<file path="src/rtl/mcu_pkg.sv">
// Shared types and codes for the multicycle main control FSM.
// The ALU control unit imports the ALUOp codes from here.
package mcu_pkg;

  localparam logic [5:0] OP_RTYPE = 6'b000000;
  localparam logic [5:0] OP_LW    = 6'b100011;
  localparam logic [5:0] OP_SW    = 6'b101011;
  localparam logic [5:0] OP_BEQ   = 6'b000100;
  localparam logic [5:0] OP_J     = 6'b000010;
  localparam logic [5:0] OP_ADDI  = 6'b001000;

  typedef enum logic [3:0] {
    S_FETCH  = 4'd0,
    S_DECODE = 4'd1,
    S_MEMADR = 4'd2,
    S_MEMRD  = 4'd3,
    S_MEMWB  = 4'd4,
    S_MEMWR  = 4'd5,
    S_EXEC   = 4'd6,
    S_ALUWB  = 4'd7,
    S_BRANCH = 4'd8,
    S_JUMP   = 4'd9,
    S_ADDIEX = 4'd10,
    S_ADDIWB = 4'd11,
    S_TRAP   = 4'd12
  } state_t;

  localparam logic [1:0] ALUOP_ADD   = 2'b00;
  localparam logic [1:0] ALUOP_SUB   = 2'b01;
  localparam logic [1:0] ALUOP_FUNCT = 2'b10;

  localparam logic [1:0] SRCB_REG    = 2'b00;
  localparam logic [1:0] SRCB_FOUR   = 2'b01;
  localparam logic [1:0] SRCB_IMM    = 2'b10;
  localparam logic [1:0] SRCB_IMM_SH = 2'b11;

  localparam logic [1:0] PCSRC_ALU    = 2'b00;
  localparam logic [1:0] PCSRC_ALUOUT = 2'b01;
  localparam logic [1:0] PCSRC_JUMP   = 2'b10;

  typedef struct packed {
    logic       pc_write;
    logic       pc_write_cond;
    logic       ior_d;
    logic       mem_read;
    logic       mem_write;
    logic       ir_write;
    logic       mem_to_reg;
    logic       reg_write;
    logic       reg_dst;
    logic       alu_src_a;
    logic [1:0] alu_src_b;
    logic [1:0] pc_source;
    logic [1:0] alu_op;
  } ctrl_t;

endpackage

</file>
<file path="src/rtl/mcu_output_decoder.sv">
// Combinational state -> control word decode for the main FSM.
// Only FETCH looks at mem_ready, to gate the IR/PC write.
module mcu_output_decoder
  import mcu_pkg::*;
(
  input  state_t state,
  input  logic   mem_ready,
  output ctrl_t  ctrl
);

  always_comb begin
    ctrl = '0;
    case (state)
      S_FETCH: begin
        ctrl.mem_read  = 1'b1;
        ctrl.alu_src_b = SRCB_FOUR;
        ctrl.alu_op    = ALUOP_ADD;
        ctrl.ir_write  = mem_ready;
        ctrl.pc_write  = mem_ready;
      end
      S_DECODE: begin
        ctrl.alu_src_b = SRCB_IMM_SH;
        ctrl.alu_op    = ALUOP_ADD;
      end
      S_MEMADR, S_ADDIEX: begin
        ctrl.alu_src_a = 1'b1;
        ctrl.alu_src_b = SRCB_IMM;
        ctrl.alu_op    = ALUOP_ADD;
      end
      S_MEMRD: begin
        ctrl.mem_read = 1'b1;
        ctrl.ior_d    = 1'b1;
      end
      S_MEMWB: begin
        ctrl.reg_write  = 1'b1;
        ctrl.mem_to_reg = 1'b1;
      end
      S_MEMWR: begin
        ctrl.mem_write = 1'b1;
        ctrl.ior_d     = 1'b1;
      end
      S_EXEC: begin
        ctrl.alu_src_a = 1'b1;
        ctrl.alu_src_b = SRCB_REG;
        ctrl.alu_op    = ALUOP_FUNCT;
      end
      S_ALUWB: begin
        ctrl.reg_write = 1'b1;
        ctrl.reg_dst   = 1'b1;
      end
      S_BRANCH: begin
        ctrl.alu_src_a     = 1'b1;
        ctrl.alu_op        = ALUOP_SUB;
        ctrl.pc_write_cond = 1'b1;
        ctrl.pc_source     = PCSRC_ALUOUT;
      end
      S_JUMP: begin
        ctrl.pc_write  = 1'b1;
        ctrl.pc_source = PCSRC_JUMP;
      end
      S_ADDIWB: ctrl.reg_write = 1'b1;
      default: ctrl = '0;
    endcase
  end

endmodule

</file>
<file path="src/rtl/multicycle_control_unit.sv">
// Main multicycle control FSM with retire counter.
// Define MCU_ILLEGAL_TRAP_EN to trap illegal opcodes (adds `illegal`).
module multicycle_control_unit
  import mcu_pkg::*;
#(
  parameter int CNT_W = 32
) (
  input  logic             clk,
  input  logic             rst,
  input  logic [5:0]       opcode,
  input  logic             mem_ready,
  output logic             pc_write,
  output logic             pc_write_cond,
  output logic             ior_d,
  output logic             mem_read,
  output logic             mem_write,
  output logic             ir_write,
  output logic             mem_to_reg,
  output logic             reg_write,
  output logic             reg_dst,
  output logic             alu_src_a,
  output logic [1:0]       alu_src_b,
  output logic [1:0]       pc_source,
  output logic [1:0]       alu_op,
  output logic [3:0]       state,
  output logic [CNT_W-1:0] instr_count
`ifdef MCU_ILLEGAL_TRAP_EN
  ,
  output logic             illegal
`endif
);

  state_t     st;
  state_t     st_nx;
  logic [5:0] op_q;
  logic       retire;
  ctrl_t      dec;
  ctrl_t      ctrl;

  always_comb begin
    st_nx  = st;
    retire = 1'b0;
    case (st)
      S_FETCH:
        if (mem_ready) st_nx = S_DECODE;
      S_DECODE:
        case (opcode)
          OP_LW, OP_SW: st_nx = S_MEMADR;
          OP_RTYPE:     st_nx = S_EXEC;
          OP_BEQ:       st_nx = S_BRANCH;
          OP_J:         st_nx = S_JUMP;
          OP_ADDI:      st_nx = S_ADDIEX;
          default: begin
`ifdef MCU_ILLEGAL_TRAP_EN
            st_nx = S_TRAP;
`else
            st_nx  = S_FETCH;
            retire = 1'b1;
`endif
          end
        endcase
      S_MEMADR:
        st_nx = (op_q == OP_SW) ? S_MEMWR : S_MEMRD;
      S_MEMRD:
        if (mem_ready) st_nx = S_MEMWB;
      S_MEMWR:
        if (mem_ready) begin
          st_nx  = S_FETCH;
          retire = 1'b1;
        end
      S_EXEC:   st_nx = S_ALUWB;
      S_ADDIEX: st_nx = S_ADDIWB;
      S_MEMWB, S_ALUWB, S_BRANCH, S_JUMP, S_ADDIWB: begin
        st_nx  = S_FETCH;
        retire = 1'b1;
      end
`ifdef MCU_ILLEGAL_TRAP_EN
      S_TRAP: st_nx = S_TRAP;
`endif
      default: st_nx = S_FETCH;
    endcase
  end

  always_ff @(posedge clk) begin
    if (rst) begin
      st          <= S_FETCH;
      op_q        <= '0;
      instr_count <= '0;
`ifdef MCU_ILLEGAL_TRAP_EN
      illegal     <= 1'b0;
`endif
    end else begin
      st <= st_nx;
      if (st == S_DECODE) op_q <= opcode;
      if (retire) instr_count <= instr_count + CNT_W'(1);
`ifdef MCU_ILLEGAL_TRAP_EN
      if (st_nx == S_TRAP) illegal <= 1'b1;
`endif
    end
  end

  mcu_output_decoder u_dec (
    .state     (st),
    .mem_ready (mem_ready),
    .ctrl      (dec)
  );

  // Reset forces every strobe and select low, even mid-instruction.
  assign ctrl = rst ? '0 : dec;

  assign pc_write      = ctrl.pc_write;
  assign pc_write_cond = ctrl.pc_write_cond;
  assign ior_d         = ctrl.ior_d;
  assign mem_read      = ctrl.mem_read;
  assign mem_write     = ctrl.mem_write;
  assign ir_write      = ctrl.ir_write;
  assign mem_to_reg    = ctrl.mem_to_reg;
  assign reg_write     = ctrl.reg_write;
  assign reg_dst       = ctrl.reg_dst;
  assign alu_src_a     = ctrl.alu_src_a;
  assign alu_src_b     = ctrl.alu_src_b;
  assign pc_source     = ctrl.pc_source;
  assign alu_op        = ctrl.alu_op;
  assign state         = st;

endmodule

</file>
<file path="config.mk">
export PLATFORM = sky130hd
export DESIGN_NAME = multicycle_control_unit
export DESIGN_NICKNAME = d
export VERILOG_FILES = /design/src/rtl/mcu_pkg.sv /design/src/rtl/mcu_output_decoder.sv /design/src/rtl/multicycle_control_unit.sv
export SDC_FILE = /design/constraint.sdc
export NUM_CORES = 1
export LEC_CHECK = 0
export ABC_AREA = 1
export BUFFER_PORTS_ARGS = -buffer_cell sky130_fd_sc_hd__clkbuf_2
export CAP_MARGIN = 40
export CORE_ASPECT_RATIO = 0.8
export CORE_MARGIN = 5
export CORE_UTILIZATION = 55
export DETAILED_ROUTE_END_ITERATION = 6
export GPL_ROUTABILITY_DRIVEN = 0
export PLACE_DENSITY = 0.8
export SLEW_MARGIN = 40
export SYNTH_ARGS = -nofsm -noshare
export SYNTH_HDL_FRONTEND = slang
export SYNTH_SLANG_ARGS = --single-unit
export TNS_END_PERCENT = 10
</file>
<file path="constraint.sdc">
create_clock -name clk -period 1.8 [get_ports clk]
set_input_delay 0.45 -clock clk [delete_from_list [all_inputs] [get_ports clk]]
set_output_delay 0.45 -clock clk [all_outputs]
set_load 0.02 [all_outputs]
</file>
==> out/metrics.csv <==
stage;metric;value;unit
outcome;outcome;finished with violations;
outcome;failing checks;setup timing;
timing;fmax;521.4;MHz
power;Pleak;1.460;nW
routing;Via density;5.589;
worst_setup_path;WS Path Type;register to primary output;
timing;# setup viols final;11;
worst_setup_path;worst endpoint required time;1.35;ns
global_routing;pin count of the biggest net entering global routing;32;
placement;# port buffers;60;
global_routing;GR Util All Layers;0.2445;
timing;Rel. slew slack;0.7466;
global_routing;vias in the first global route;2937;
floorplanning;Die ar.;6689;sq um
floorplanning;Placeable Area;5007;sq um
clock_network;CTS root buffer;clkbuf_8;
clock_network;clk sink count;42;
timing;fin worst setup slack;-0.1178;ns
placement;placed cells;585;
global_routing;initial antenna violation count;0;
timing;Hold Fails Final Rpt;0;
clock_network;Max clock buf depth;2;
clock_network;Clk Latency, worst-skew pair;0.29;ns
timing;RSZ-0062 raised after global routing;true;
floorplanning;die width;90.20;um
power;Max VDD drop;0.4725;mV
clock_network;H-tree lvl count;2;
job;Max-Cap Viols;0;
layout;Area Growth Syn to Fin;25.29;%
yosys;Synth area leader;dfxtp_1;
yosys;top-area cell type share of the netlist area;0.2971;
layout;nets@finish;544;
worst_setup_path;CP arrival;1.47;ns
hold_path;worst hold-check path type;primary input to register;
power;PwrDens;588.0;nW/um^2
timing;fin. max-slew vios;0;
yosys;Yosys cell types;27;
routing;First-pass DRT Iterations;5;
placement;Placement Cell Area;3208;sq um
timing;worst-margin pin slew;0.3787;ns
layout;Post-Layout Cell Count;596;
floorplanning;Initial Utilization;0.5652;
timing;Final min period;1.918;ns
clock_network;Clock transition at path regs;0.08;ns
layout;layout cell share with drive strength beyond 1;0.2416;
routing;drt wl/cell;14.58;um
routing;via count;3331;
yosys;Seq/Total Area, Yosys;0.2971;
placement;DP HPWL;6092;um
routing;Residual DRC;0;
yosys;Syn Area/Cell;6.047;sq um
timing;period utilisation layout;1.065;
floorplanning;die boundary height;74.16;um
routing;DR iter-0 viols;317;
worst_setup_path;Startpoint Class;register;
global_routing;first-pass GRT wire length;13690;um
yosys;Post-Synthesis Cell Area;2830;sq um
layout;# diodes;0;
yosys;Ys Warns;0;
timing;total negative setup slack;-0.6173;ns
timing;clk_skew;0.007120;ns
floorplanning;I/O pin cnt;61;
global_routing;global route total overflow;0;
routing;Detail Route Antenna Nets;0;
routing;Post-Route WL;8691;um
clock_network;CTS Buf Count;5;
clock_network;CTS tree;built;
timing;Hold Slack;0.4270;ns
clock_network;Post-CTS Hold Buffers;0;
worst_setup_path;CP Capture Type;primary output;
worst_setup_path;critical-path maximum fanout;7;
yosys;Post-Synthesis Cells;468;
floorplanning;row count;23;
placement;Setup WS pre-CTS;0.002164;ns
yosys;FF+latch count, synth;42;
yosys;Synth area leaders;dfxtp_1 (30%), nand2_1 (21%), nor2_1 (12%);
layout;finished layout cell area;3546;sq um
yosys;Syn Nets;478;
==> registers in the layout, indices dropped and copies added, names as in the netlist <==
signal / count
state: 4
instr_count: 32
op_q: 6
==> worst paths after layout <==
path	start	to	slack, ns	cells after the start
max	state[1]$_SDFFE_PP0P_	pc_write	-0.12	6
min	opcode[1]	op_q[1]$_SDFFE_PP0P_	0.43	3
max reg2reg	instr_count[2]$_SDFFE_PP0P_	instr_count[13]$_SDFFE_PP0P_	0.13	7
min reg2reg	op_q[2]$_SDFFE_PP0P_	op_q[2]$_SDFFE_PP0P_	0.48	2
==> cells in the final DEF (no fill, tap or decap), types with 11 or more instances in the layout <==
cell,count
buf_4,17
nand3_1,35
clkbuf_2,50
nand2_1,150
inv_1,18
o21ai_0,12
xor2_1,11
nor2_1,78
a21oi_1,38
dfxtp_1,38
nand3b_1,16
==> layer usage <==
metal  global-route usage  share of wire
met2               0.4067           0.45
met5                    0              0
met1               0.3366           0.43
met4              0.04959          0.021
met3              0.04651          0.099
==> kinds of logic (layout without fill, tap and decap cells) <==
kind of cell | count (synthesis) | count (layout) | synth area share
flip-flops | 42 | 42 | 0.2971
AO/OA/AOI/OAI | 55 | 55 | 0.09947
adder cells (fa/ha/maj) | 1 | 1 | 0.004420
XOR/XNOR | 15 | 15 | 0.04642
AND/OR/NAND/NOR | 312 | 312 | 0.4761
buffers and inverters | 43 | 109 | 0.07648
==> where the power goes <==
part | total (mW) | internal, mW | switching [mW]
registers | 0.974 | 0.953 | 0.0219
logic | 0.345 | 0.115 | 0.230
clock network | 0.766 | 0.444 | 0.322
total | 2.09 | 1.51 | 0.574
==> area by class of cell <==
class	count	area [sq um]
Fill cell	426	1461
Inverter	27	108.9
Multi-Input combinational cell	383	1901
Clock inverter	1	30.03
Sequential cell	42	853.3
Tap cell	62	77.57
Timing Repair Buffer	75	493.0
Clock buffer	6	82.58
==> cell usage after synthesis <==
master	count
o211ai_1	1
buf_1	1
ha_1	1
buf_2	2
o21ai_0	12
nand4_1	2
nor2_1	87
nor2_2	5
a21oi_1	41
nor3_1	1
inv_2	4
inv_1	23
buf_4	1
nor2_4	2
nand2_2	2
xor2_1	11
nand3b_1	16
nand2_4	1
nand3_1	36
nand2_1	156
clkbuf_4	1
xnor2_1	4
o21ai_2	1
clkbuf_1	5
dfxtp_1	42
nand3_2	4
buf_6	6
==> metrics by stage <==
stage,power (mW),utilization
floorplan,1.210,-
global placement,1.293,0.6407
finish,2.085,0.7081
detailed placement,1.300,0.6407
CTS,2.059,0.6867
global route,2.170,0.7081
==> worst max-delay path, cell delays in order (launching register included) <==
cell and delay (ns):
dfxtp_4 0.39, nor2_4 0.18, inv_2 0.07, nor2_4 0.11, nand2_2 0.09, a21oi_2 0.16, buf_4 0.16
==> repair_timing <==
item / 4_1_cts / 5_1_grt
setup endpoints to repair: 15 / 45
pin swaps: 3 / 6
resized for setup: 32 / 35
buffers inserted: 2 / 2
(Power assumes the default switching activity.)
